`config.mk`:
```
export PLATFORM = sky130hd
export DESIGN_NAME = dual_ram_pass_sequencer_flat
export DESIGN_NICKNAME = d
export VERILOG_FILES = /design/src/rtl/dual_ram_pass_sequencer_pkg.sv /design/src/rtl/dual_ram_pass_sequencer_if.sv /design/src/rtl/dual_ram_pass_sequencer_delay_line.sv /design/src/rtl/dual_ram_pass_sequencer.sv /design/src/flat_wrapper.sv
export SDC_FILE = /design/constraint.sdc
export NUM_CORES = 1
export LEC_CHECK = 0
export CORE_ASPECT_RATIO = 0.6
export CORE_MARGIN = 10
export CORE_UTILIZATION = 49
export CTS_CLUSTER_SIZE = 8
export DETAILED_ROUTE_END_ITERATION = 6
export MAX_ROUTING_LAYER = met4
export PLACE_DENSITY = 0.82
export SLEW_MARGIN = 20
export SYNTH_ARGS = -nofsm -noshare
export SYNTH_HDL_FRONTEND = slang
export SYNTH_SLANG_ARGS = --single-unit
export TNS_END_PERCENT = 1
```
`constraint.sdc`:
```
create_clock -name CLOCK_50_I -period 3.82 [get_ports CLOCK_50_I]
set_clock_uncertainty 0.05 [all_clocks]
set_input_delay 1.146 -clock CLOCK_50_I [delete_from_list [all_inputs] [get_ports CLOCK_50_I]]
set_output_delay 1.146 -clock CLOCK_50_I [all_outputs]
set_load 0.005 [all_outputs]
```
`src/rtl/dual_ram_pass_sequencer_pkg.sv`:
```
// Shared types and defaults for the dual-RAM pass sequencer.
package dual_ram_seq_pkg;

  localparam int DEF_ADDR_W = 9;
  localparam int DEF_DATA_W = 8;

  typedef enum logic [1:0] {
    S_IDLE  = 2'd0,
    S_READ  = 2'd1,
    S_DRAIN = 2'd2,
    S_DONE  = 2'd3
  } state_t;

  typedef enum logic [1:0] {
    OP_DIFF  = 2'b00,
    OP_RDIFF = 2'b01,
    OP_COPY  = 2'b10,
    OP_NONE  = 2'b11
  } op_t;

endpackage

```
`src/rtl/dual_ram_pass_sequencer_if.sv`:
```
// Launcher/RAM-facing bundle of the pass sequencer.
interface dual_ram_pass_sequencer_if #(
  parameter int ADDR_W = 9,
  parameter int DATA_W = 8
);
  logic              start_i;
  logic [ADDR_W-1:0] base_addr_i;
  logic [ADDR_W:0]   length_i;
  logic [1:0]        op_i;
  logic              abort_i;
  logic [DATA_W-1:0] rd_data0_i;
  logic [DATA_W-1:0] rd_data1_i;
  logic [ADDR_W-1:0] rd_addr_o;
  logic [ADDR_W-1:0] wr_addr_o;
  logic [1:0]        wr_en_o;
  logic [DATA_W-1:0] wr_data0_o;
  logic [DATA_W-1:0] wr_data1_o;
  logic              busy_o;
  logic              done_o;

  modport slave (
    input  start_i, base_addr_i, length_i, op_i, abort_i, rd_data0_i, rd_data1_i,
    output rd_addr_o, wr_addr_o, wr_en_o, wr_data0_o, wr_data1_o, busy_o, done_o
  );

  modport master (
    output start_i, base_addr_i, length_i, op_i, abort_i, rd_data0_i, rd_data1_i,
    input  rd_addr_o, wr_addr_o, wr_en_o, wr_data0_o, wr_data1_o, busy_o, done_o
  );
endinterface

```
`src/rtl/dual_ram_pass_sequencer_delay_line.sv`:
```
// Shift register carrying {valid, addr} of each issued read until its data returns.
module ram_seq_delay_line #(
  parameter int RAM_LAT = 1,
  parameter int ADDR_W  = 9
) (
  input  logic              clk,
  input  logic              rst_n,
  input  logic              i_vld,
  input  logic [ADDR_W-1:0] i_addr,
  output logic              o_vld,
  output logic [ADDR_W-1:0] o_addr
);

  logic [RAM_LAT:1]             r_vld;
  logic [RAM_LAT:1][ADDR_W-1:0] r_addr;

  always_ff @(posedge clk or negedge rst_n) begin
    if (!rst_n) begin
      r_vld  <= '0;
      r_addr <= '0;
    end else begin
      for (int s = RAM_LAT; s > 1; s--) begin
        r_vld[s]  <= r_vld[s-1];
        r_addr[s] <= r_addr[s-1];
      end
      r_vld[1]  <= i_vld;
      r_addr[1] <= i_addr;
    end
  end

  assign o_vld  = r_vld[RAM_LAT];
  assign o_addr = r_addr[RAM_LAT];

endmodule

```
`src/rtl/dual_ram_pass_sequencer.sv`:
```
// One element-wise pass over the RAM pair: shared-address reads, latency-aligned
// write-back of a0+a1 to RAM0 and an op-selected function to RAM1.
module dual_ram_pass_sequencer
  import dual_ram_seq_pkg::*;
#(
  parameter int ADDR_W = DEF_ADDR_W,
  parameter int DATA_W = DEF_DATA_W,
  parameter int RD_LAT = 1
) (
  input logic                       CLOCK_50_I,
  input logic                       resetn,
  dual_ram_pass_sequencer_if.slave  bus
);

  localparam int unsigned   DEPTH    = 2 ** ADDR_W;
  localparam logic [ADDR_W:0] L_MAX  = DEPTH[ADDR_W:0];
  localparam logic [1:0]    DRAIN_LD = 2'(RD_LAT - 1);

  state_t            r_state, w_state_nxt;
  logic [ADDR_W-1:0] r_rd_addr, w_rd_addr_nxt;
  logic [ADDR_W:0]   r_left, w_left_nxt;
  op_t               r_op, w_op_nxt;
  logic [1:0]        r_drain, w_drain_nxt;
  logic [ADDR_W:0]   w_len;
  logic              w_wr_vld;
  logic [ADDR_W-1:0] w_wr_addr;
  logic [DATA_W-1:0] w_d1;

  assign w_len = (bus.length_i > L_MAX) ? L_MAX : bus.length_i;

  always_ff @(posedge CLOCK_50_I or negedge resetn) begin
    if (!resetn) begin
      r_state   <= S_IDLE;
      r_rd_addr <= '0;
      r_left    <= '0;
      r_op      <= OP_DIFF;
      r_drain   <= '0;
    end else begin
      r_state   <= w_state_nxt;
      r_rd_addr <= w_rd_addr_nxt;
      r_left    <= w_left_nxt;
      r_op      <= w_op_nxt;
      r_drain   <= w_drain_nxt;
    end
  end

  // r_left counts reads still to issue, including the one at r_rd_addr.
  always_comb begin
    w_state_nxt   = r_state;
    w_rd_addr_nxt = r_rd_addr;
    w_left_nxt    = r_left;
    w_op_nxt      = r_op;
    w_drain_nxt   = r_drain;
    case (r_state)
      S_IDLE: begin
        if (bus.start_i) begin
          w_rd_addr_nxt = bus.base_addr_i;
          w_left_nxt    = w_len;
          w_op_nxt      = op_t'(bus.op_i);
          w_state_nxt   = (w_len == '0) ? S_DONE : S_READ;
        end
      end
      S_READ: begin
        if (r_left == (ADDR_W+1)'(1) || bus.abort_i) begin
          w_state_nxt = S_DRAIN;
          w_drain_nxt = DRAIN_LD;
        end else begin
          w_rd_addr_nxt = r_rd_addr + 1'b1;
          w_left_nxt    = r_left - 1'b1;
        end
      end
      S_DRAIN: begin
        if (r_drain == '0) w_state_nxt = S_DONE;
        else               w_drain_nxt = r_drain - 1'b1;
      end
      S_DONE:  w_state_nxt = S_IDLE;
      default: w_state_nxt = S_IDLE;
    endcase
  end

  ram_seq_delay_line #(
    .RAM_LAT (RD_LAT),
    .ADDR_W  (ADDR_W)
  ) u_dly (
    .clk    (CLOCK_50_I),
    .rst_n  (resetn),
    .i_vld  (r_state == S_READ),
    .i_addr (r_rd_addr),
    .o_vld  (w_wr_vld),
    .o_addr (w_wr_addr)
  );

  always_comb begin
    w_d1 = bus.rd_data0_i;
    case (r_op)
      OP_DIFF:  w_d1 = bus.rd_data0_i - bus.rd_data1_i;
      OP_RDIFF: w_d1 = bus.rd_data1_i - bus.rd_data0_i;
      default:  w_d1 = bus.rd_data0_i;
    endcase
  end

  assign bus.rd_addr_o  = r_rd_addr;
  assign bus.wr_addr_o  = w_wr_addr;
  assign bus.wr_en_o    = {w_wr_vld && (r_op != OP_NONE), w_wr_vld};
  assign bus.wr_data0_o = bus.rd_data0_i + bus.rd_data1_i;
  assign bus.wr_data1_o = w_d1;
  assign bus.busy_o     = (r_state == S_READ) || (r_state == S_DRAIN);
  assign bus.done_o     = (r_state == S_DONE);

endmodule

```
`src/flat_wrapper.sv`:
```
// flat-port wrapper written by rule: the top's interface ports become plain ports
module dual_ram_pass_sequencer_flat import dual_ram_seq_pkg::*;
#(
  parameter int ADDR_W = DEF_ADDR_W,
  parameter int DATA_W = DEF_DATA_W,
  parameter int RD_LAT = 1
)
  (CLOCK_50_I, resetn, bus_start_i, bus_base_addr_i, bus_length_i, bus_op_i, bus_abort_i, bus_rd_data0_i, bus_rd_data1_i, bus_rd_addr_o, bus_wr_addr_o, bus_wr_en_o, bus_wr_data0_o, bus_wr_data1_o, bus_busy_o, bus_done_o);
  dual_ram_pass_sequencer_if #(.ADDR_W(ADDR_W), .DATA_W(DATA_W)) bus_i ();
  input logic CLOCK_50_I;
  input logic resetn;
  input wire logic [$bits(bus_i.start_i)-1:0] bus_start_i;
  input wire logic [$bits(bus_i.base_addr_i)-1:0] bus_base_addr_i;
  input wire logic [$bits(bus_i.length_i)-1:0] bus_length_i;
  input wire logic [$bits(bus_i.op_i)-1:0] bus_op_i;
  input wire logic [$bits(bus_i.abort_i)-1:0] bus_abort_i;
  input wire logic [$bits(bus_i.rd_data0_i)-1:0] bus_rd_data0_i;
  input wire logic [$bits(bus_i.rd_data1_i)-1:0] bus_rd_data1_i;
  output wire logic [$bits(bus_i.rd_addr_o)-1:0] bus_rd_addr_o;
  output wire logic [$bits(bus_i.wr_addr_o)-1:0] bus_wr_addr_o;
  output wire logic [$bits(bus_i.wr_en_o)-1:0] bus_wr_en_o;
  output wire logic [$bits(bus_i.wr_data0_o)-1:0] bus_wr_data0_o;
  output wire logic [$bits(bus_i.wr_data1_o)-1:0] bus_wr_data1_o;
  output wire logic [$bits(bus_i.busy_o)-1:0] bus_busy_o;
  output wire logic [$bits(bus_i.done_o)-1:0] bus_done_o;
  assign bus_i.start_i = bus_start_i;
  assign bus_i.base_addr_i = bus_base_addr_i;
  assign bus_i.length_i = bus_length_i;
  assign bus_i.op_i = bus_op_i;
  assign bus_i.abort_i = bus_abort_i;
  assign bus_i.rd_data0_i = bus_rd_data0_i;
  assign bus_i.rd_data1_i = bus_rd_data1_i;
  assign bus_rd_addr_o = bus_i.rd_addr_o;
  assign bus_wr_addr_o = bus_i.wr_addr_o;
  assign bus_wr_en_o = bus_i.wr_en_o;
  assign bus_wr_data0_o = bus_i.wr_data0_o;
  assign bus_wr_data1_o = bus_i.wr_data1_o;
  assign bus_busy_o = bus_i.busy_o;
  assign bus_done_o = bus_i.done_o;
  dual_ram_pass_sequencer #(.ADDR_W(ADDR_W), .DATA_W(DATA_W), .RD_LAT(RD_LAT)) u_core (.CLOCK_50_I(CLOCK_50_I), .resetn(resetn), .bus(bus_i));
endmodule
```
; ---- Word level (Yosys, flattened, before mapping)
; Cells that the tools add are included.
[word_totals]
elab_cells = 54
in_bits = 41
out_inout_bits = 38
regBits = 35
[op_classes]
n_mux = 16
n_reduce_logical = 13
eq_ne = 11
addsub = 6
n_lt_le_gt_ge = 1
[ops]
columns = operator, n
row1 = 10-bit 2-to-1 mux, 3
row2 = 10-bit case mux with 2 select lines, 1
row3 = 9-bit 2-to-1 mux, 2
row4 = 9-bit case mux with 2 select lines, 1
row5 = 8-bit case mux with 2 select lines, 1
row6 = 8-bit subtractor, 2
row7 = 2-bit 2-to-1 mux, 6
row8 = 10-bit by 1-bit == test with 1-bit output (second input constant), 1
row9 = 10-bit greater-than comparator (second input constant), 1
row10 = 10-bit zero test, 1
row11 = 10-bit by 1-bit subtractor with 10-bit output (second input constant), 1
row12 = 9-bit by 1-bit adder with 9-bit output (second input constant), 1
row13 = 3-bit AND reduction, 3
row14 = 8-bit adder, 1
row15 = 2-bit inequality test (second input constant), 4
row16 = 2-bit case mux with 4 select lines, 1
row17 = 2-bit zero test, 3
row18 = 2-bit by 1-bit == test with 1-bit output (second input constant), 2
row19 = 2-bit == test (second input constant), 2
row20 = 2-bit by 1-bit inequality test with 1-bit output (second input constant), 2
row21 = 2-bit case mux with 2 select lines, 1
row22 = 2-bit nonzero test, 2
row23 = 1-bit logical OR, 2
row24 = 2-bit AND reduction, 1
row25 = other kinds (2), 2

; ---- Depth between registers and ports, before layout
; Gate-level depths: netlist of the first run.
[depth]
word_depth = 6
mapped_depth = 9
ltp_nobuf = 9

; ---- Cells and area by module
; Synthesis of the first run repeated with hierarchy kept, for this count alone.
[unflattened]
cells_unflattened = 323
hier_area_um2 = 2801.4
[modules_own_cells]
columns = module, instances, seq_area_each_um2, cells_per_inst, area_each_um2
row1 = dual_ram_pass_sequencer, 1, 625.6, 313, 2551.2
row2 = ram_seq_delay_line, 1, 250.2, 10, 250.2

; ---- Worst setup path after synthesis of the first run
; Ideal clock, no wire load.
[synth_path]
path_type = input port to output port
from = input bus_rd_data0_i[0]
to = output bus_wr_data1_o[4]
cell_stages = 9
t_required_ps = 2624
arrival_time_ps = 2520
path_slack_ps = 104
path_buffers = 0
cell_sequence = inv_1 -> ha_1 -> inv_1 -> fa_1 -> a21oi_1 -> mux2i_1 -> a221oi_1 -> xor2_1 -> o21ai_1
[synth_via]
elab_chain_cells = 2
word_cells_on_any_way = 3
cone_classes = add/sub: 2 / mux: 1
[synth_rtl]
columns = item, line
row1 = "start, declared", flat_wrapper.sv:17  ; input wire logic [$bits(bus_i.rd_data0_i)-1:0] bus_rd_data0_i;
row2 = "8-bit subtractor, on equally long branches", "dual_ram_pass_sequencer.sv:97, dual_ram_pass_sequencer.sv:96"
row3 = 8-bit case mux with 2 select lines *, dual_ram_pass_sequencer.sv:95  ; case (r_op)
row4 = "end, declared", flat_wrapper.sv:23  ; output wire logic [$bits(bus_i.wr_data1_o)-1:0] bus_wr_data1_o;
; Mark *: on every way between the ends. The rest lies on a longest branch, timed or not.

; ---- Worst setup path after layout of the first run
; Same ends and word-level chain as after synthesis.

==> results of run 1 <==
sequential cells by signal, summed over array words and instances (netlist names):
signal,flops
u_core.u_dly.o_vld,1
u_core.u_dly.o_addr,9
u_core.r_state,2
u_core.r_op,2
u_core.bus.rd_addr_o,9
u_core.r_left,10
u_core.r_drain,2
synth_stat cells (8+ instances only):
library cell	n	area share (%)
dfrtp_1	35	31
inv_1	35	4.7
ha_1	29	13
a21oi_1	22	3.9
nand2_1	16	2.1
nor2_1	16	2.1
mux2i_1	15	5.3
o21ai_1	14	2.5
o21ai_0	11	2.0
nand2b_1	9	2.0
nor3_1	9	1.6
clkbuf_1	8	1.1
nand3_1	8	1.4
o22ai_1	8	1.8
xnor2_1	8	2.5
power by group:
part           internal, mW  switching, mW
sequential            0.550          0.236
combinational         0.863          0.847
clock                 0.128          0.139
total                  1.54           1.22
critical path: stages:
cell and delay (ns):
buf_8 0.11, inv_4 0.06, ha_4 0.13, inv_2 0.04, fa_2 0.35, a21oi_2 0.20
mux2i_1 0.13, a221oi_2 0.28, xor2_1 0.17, o21ai_1 0.07, buf_2 0.13
per-stage QoR:
step,util (%),setup slack [ns],hold slack [ns],std cells
global placement,70.9,-1.01,0.388,504
CTS,77.2,-0.160,0.417,527
finish,79.3,-0.187,0.406,531
floorplan,-,0.104,0.380,318
global route,79.3,-0.265,0.438,531
detailed placement,70.9,-1.09,0.404,504
repair_timing:
item | CTS | global route
setup endpoints to repair | 16 | 11
gates resized for setup | 135 | 28
buffers inserted | 15 | 3
hold buffers | 0 | 0
pin swaps | 37 | 28
layer usage:
layer / up-vias / track usage, % / routed length, µm
met5: - / - / 0
met4: 0 / 5.41 / 212
met3: 27 / 5.23 / 746
met2: 131 / 34.9 / 5050
met1: 1422 / 24.8 / 4340
li1: 1394 / - / -
path summary, 6_finish.rpt:
check / endpoint / slack [ns] / cells past startpoint
max in group asynchronous: u_core.u_dly.o_addr[5] / 2.18 / 2
min in group asynchronous: u_core.u_dly.o_addr[0] / 1.21 / 2
worst max-delay path: bus_wr_data1_o[4] / -0.19 / 11
worst min-delay path: u_core.u_dly.o_addr[8] / 0.41 / 0
worst max register to register: u_core.r_left[3] / 1.43 / 8
worst min register to register: u_core.u_dly.o_addr[8] / 0.41 / 0
cell families after synthesis:
group,count (synthesis),synth area share (%)
muxes,17,6.13
adders and majority gates,32,15.0
buffers and inverters,48,6.71
AOI/OAI and AO/OA,89,21.1
xor gates and xnor gates,12,3.73
and+or+nand+nor,85,16.3
DFF,35,31.1
area by class of cell:
type	count	share of cell area, %
multi-input combinational	235	46.2
sequential	35	19.8
clock inverter	1	0.113
inverter	35	3.14
tap	80	2.27
timing repair buffer	137	26.7
antenna	1	0.0567
clock buffer	7	1.73
==> out/qor.txt, run 1 <==
First-pass GRT wire length: 15.6 mm
Total global routing track utilization: 20.8%
Post-synth ARST share: 100%
Beginning of the critical path: bus_rd_data0_i[0]
Filler Cell Count: 349
Kind of critical path: in -> out
Die height: 78.7 µm
Most frequent standard cell in the layout excluding fill and tap cells: buf_4
Highest Clock Rate: 250 MHz
Post-Syn Instances: 318
Clock-pin transition on the worst setup and hold timing paths: 0.08 ns
Count of buffers inserted at the top-level ports: 78
Final Net Count: 522
Row count: 21
Setup TNS: -0.980 ns
Vias: 2,974
Die Area: 9280 µm²
Worst endpoint required time: 2.62 ns
Clock sink count: 35
Final routed wire length divided by cell count: 19.5 µm
RSZ-0062 raised after global routing: yes
Power density over the cells: 626 nW/µm²
Area used by multi-input combinational logic: 2040 µm²
Placed Instance Area: 3950 µm²
Final worst-path cycle share: 105%
Run status: finished, violations left
Max_cap viols: 0
Post-synth top flop: dfrtp_1
Syn nets: 391
Number of synthesized register bits: 35
First-pass detailed-route iteration total: 5
Clk root buf: clkbuf_8
Leakage power of the design: 1.99 nW
Total length of routed wires: 10.3 mm
Bufs on Longest Clock Path: 2
Count of endpoints failing hold in the final timing report: 0
Via count of the first global-routing pass: 2,997
Overall power of the completed layout: 2.76 mW
Number of design rule violations left after detail routing: 0
DRC violation total after the first TritonRoute iteration: 292
Reg-to-reg startpoint: u_core.r_state[1]
Post-synthesis instance area: 2820 µm²
Initial core utilization: 50.6%
Half-perimeter wire length after detailed placement: 6.79 mm
Sequential element share of the synthesized area: 31.1%
Kind of start point of the critical path: input pin
Post-synth EDFFs: 0
Commonest cells after routing, fill and taps aside: buf_4, clkdlybuf4s50_1, dfrtp_1
H-tree Lvls: 2
Sort of element at the end of the critical path: output port
Area delta synth->final: 56.7%
Worst skew pair latency: 0.30 ns
Core Footprint: 5570 µm²
Worst Path Max Fanout: 3
Final critical-path required period: 4.01 ns
Hold Crit Start: u_core.bus.rd_addr_o[8]
Maximum number of pins on one net before global-route repair: 36
Max transition margin: 40.4%
Post-Syn Area per Cell: 8.86 µm²
X dimension of the die: 118 µm
Slew at the pin with the worst max-slew slack: 0.895 ns
Maximum vdd drop: 0.000467 V
CTS tree: done
Warnings from Yosys: 0
Detail-routed via count per cell: 5.60
Final critical-path setup slack: -0.187 ns
Post-synth cell types: 52
Finish-stage setup viols: 8
Number of clock buffers inserted by TritonCTS: 5
Weighted congestion reported at the end of routability-driven placement: 0.939
Worst min-delay path category: reg -> reg
Final cell area excluding filler cells: 4420 µm²
Ports: 79
Initial antenna violation count: 1
Area of all sequential standard cells: 876 µm²
Remaining number of nets flagged by the antenna check after routing: 0
Failing checks: negative setup slack
Critical path arrival: 2.81 ns
Total overflow reported by the global router: 0
Layout cells sized above 1: 32.2%
Number of slew-limit violations in the final report: 0
(Power assumes the default switching activity.)
==> inputs of run 2 (changes only) <==
==> constraint.sdc (replaced) <==
create_clock -name CLOCK_50_I -period 3.82 [get_ports CLOCK_50_I]
set_clock_uncertainty 0.05 [all_clocks]
set_input_delay 1.146 -clock CLOCK_50_I [delete_from_list [all_inputs] [get_ports CLOCK_50_I]]
set_output_delay 1.146 -clock CLOCK_50_I [all_outputs]
set_load 0.02 [all_outputs]
==> run 2 against run 1 <==
Against the previous run:
- the flow still finishes with violations (negative setup slack)
- hold slack better by 0.0063 ns
- total power grew 7.7%
- core utilization increased by 0.22 points
- fmax down 1.2%
- non-clock buffer count decreased by 7
- die area unchanged
- register-to-register slack better by 0.04 ns
- clock power barely moved
- sequential share of layout area shrank 0.056 points
- wire length decreased by 2.4%
- final cell count is 1.5% lower
- critical path type unchanged
- critical endpoint is now bus_wr_data1_o[5]
- largest cell class unchanged
==> out/qor.txt, run 2 (synthesized netlist as in run 1, its figures left out) <==
Ports: 79
Layout cells sized above 1: 31.6%
Leakage power of the design: 1.97 nW
R2R setup slack: 1.47 ns
Non-Filler Instances: 523
Hold Crit Start: u_core.bus.rd_addr_o[8]
Bufs on Longest Clock Path: 2
X dimension of the die: 118 µm
CTS tree: done
Share of power burned in the clock network: 8.9%
RSZ-0062 raised after global routing: yes
Commonest cells after routing, fill and taps aside: buf_4, clkdlybuf4s50_1, dfrtp_1
Final critical-path setup slack: -0.237 ns
Count of endpoints failing hold in the final timing report: 0
Kind of start point of the critical path: input pin
Vias: 2,979
Final routed wire length divided by cell count: 19.3 µm
Count of buffers inserted at the top-level ports: 78
Number of cells on the worst hold path: 0
Reg2reg end: u_core.r_left[3]
Final worst-path cycle share: 106%
Hold EP: u_core.u_dly.o_addr[8]
Setup TNS: -1.06 ns
Worst Path Max Fanout: 5
Half-perimeter wire length after detailed placement: 6.96 mm
Via count of the first global-routing pass: 3,103
Filler Cell Count: 369
Number of antenna diodes: 0
Power density over the cells: 672 nW/µm²
Overall power of the completed layout: 2.98 mW
Worst min-delay path category: reg -> reg
Most frequent standard cell in the layout excluding fill and tap cells: buf_4
Beginning of the critical path: bus_rd_data1_i[4]
Slew at the pin with the worst max-slew slack: 0.537 ns
Worst endpoint required time: 2.62 ns
Final Net Count: 515
Largest register by flop count: u_core.r_left
Weighted congestion reported at the end of routability-driven placement: 0.910
Depth of the most critical reg-to-reg path: 8
Failing checks: negative setup slack
Hold Slack: 0.412 ns
First-pass detailed-route iteration total: 5
Switching Share: 47.5%
First-pass GRT wire length: 16.2 mm
DRC violation total after the first TritonRoute iteration: 273
Area delta synth->final: 57.2%
Initial core utilization: 50.6%
Sort of element at the end of the critical path: output port
Master of the slowest instance on the critical path: xor2_1
Critical path, cell by cell: buf_8, inv_4, ha_4, buf_6, and2_4, a22oi_2, o21ai_2, o32ai_2, xor2_1, mux2i_2, buf_4
Maximum number of pins on one net before global-route repair: 36
Worst skew pair latency: 0.29 ns
Highest Clock Rate: 246 MHz
Kind of critical path: in -> out
Critical path arrival: 2.86 ns
Detail-routed via count per cell: 5.70
Post-Place Setup Slack: -1.24 ns
Initial antenna violation count: 0
Clk root buf: clkbuf_8
Row count: 21
Number of design rule violations left after detail routing: 0
Total length of routed wires: 10.1 mm
P_int: 1.56 mW
Maximum vdd drop: 0.000497 V
CTS Hold Bufs: 0
Clock-pin transition on the worst setup and hold timing paths: 0.07 ns
Clock sink count: 35
Die height: 78.7 µm
Total overflow reported by the global router: 0
Die Area: 9280 µm²
Number of slew-limit violations in the final report: 0
Reg-to-reg startpoint: u_core.r_state[1]
H-tree Lvls: 2
Max_cap viols: 0
Core Footprint: 5570 µm²
CP max stage delay: 0.29 ns
Total global routing track utilization: 21.8%
NetSw: 1.41 mW
Flip-flop count of the largest register after layout: 10
Cells after DPL: 506
Gate power share: 65.7%
Max transition margin: 64.2%
Flop pwr share: 25.4%
Run status: finished, violations left
Remaining number of nets flagged by the antenna check after routing: 0
Finish-stage setup viols: 7
Number of clock buffers inserted by TritonCTS: 5
Final critical-path required period: 4.06 ns
==> run 2: cell count changes in the layout (fill, tap and decap cells not counted), moves of 3 or more <==
cell,previous run,this run
buf_2,10,5
buf_6,7,11
a21oi_2,6,3
clkdlybuf4s15_2,0,3
ha_2,3,0
==> run 2: critical path: cells and delay by family <==
kind            cells  cell delay (ns)
simple gates        1             0.14
compound gates      3             0.50
mux                 1             0.12
fa+ha+maj           1             0.21
xor+xnor            1             0.29
buf+inv             4             0.45
==> run 2: area by class of cell <==
type	instances	area, µm²	share of cell area, %
Clock buffer	7	76.3	1.72
Clock inverter	1	5.00	0.113
Inverter	35	139	3.14
Multi-Input combinational cell	235	2070	46.8
Sequential cell	35	876	19.8
Tap cell	80	100	2.26
Timing Repair Buffer	130	1160	26.2
==> run 2: worst max-delay path by stage <==
stage	slack [ns]	endpoint	cells after the start
global placement	-1.18	bus_wr_data1_o[5]	10
CTS	-0.18	bus_wr_data1_o[4]	11
finish	-0.24	bus_wr_data1_o[5]	11
floorplan	-0.004	bus_wr_data1_o[5]	9
detailed placement	-1.24	bus_wr_data1_o[7]	10
global route	-0.30	bus_wr_data1_o[5]	11
==> run 2: metal layers <==
metal / global-route usage, % / share of wire, % / vias to the layer above
met1: 27.8 / 45 / 1434
met5: - / 0 / -
met4: 6.02 / 1.8 / 0
li1: - / - / 1391
met2: 33.8 / 46 / 134
met3: 5.79 / 7.2 / 20
==> run 2: through the flow <==
stage / instance area (µm²) / utilization (%)
2_1_floorplan: 2870 / -
3_3_place_gp: 4010 / 71.9
3_5_place_dp: 4010 / 71.9
4_1_cts: 4390 / 78.8
5_1_grt: 4430 / 79.5
6_report: 4430 / 79.5
==> run 2: power groups by stage <==
stage	Combinational (mW)	Clock [mW]	Sequential, mW
final	1.96	0.264	0.757
after global routing	2.10	0.277	0.780
after CTS	1.89	0.263	0.749
after detailed placement	1.82	0	0.747
after global placement	1.77	0	0.731
after floorplan	1.01	0	0.816
==> run 2: what timing repair did <==
item	CTS	global route
pin swaps	35	15
endpoints found under the setup margin	16	11
resized for setup	181	10
buffers inserted	9	1
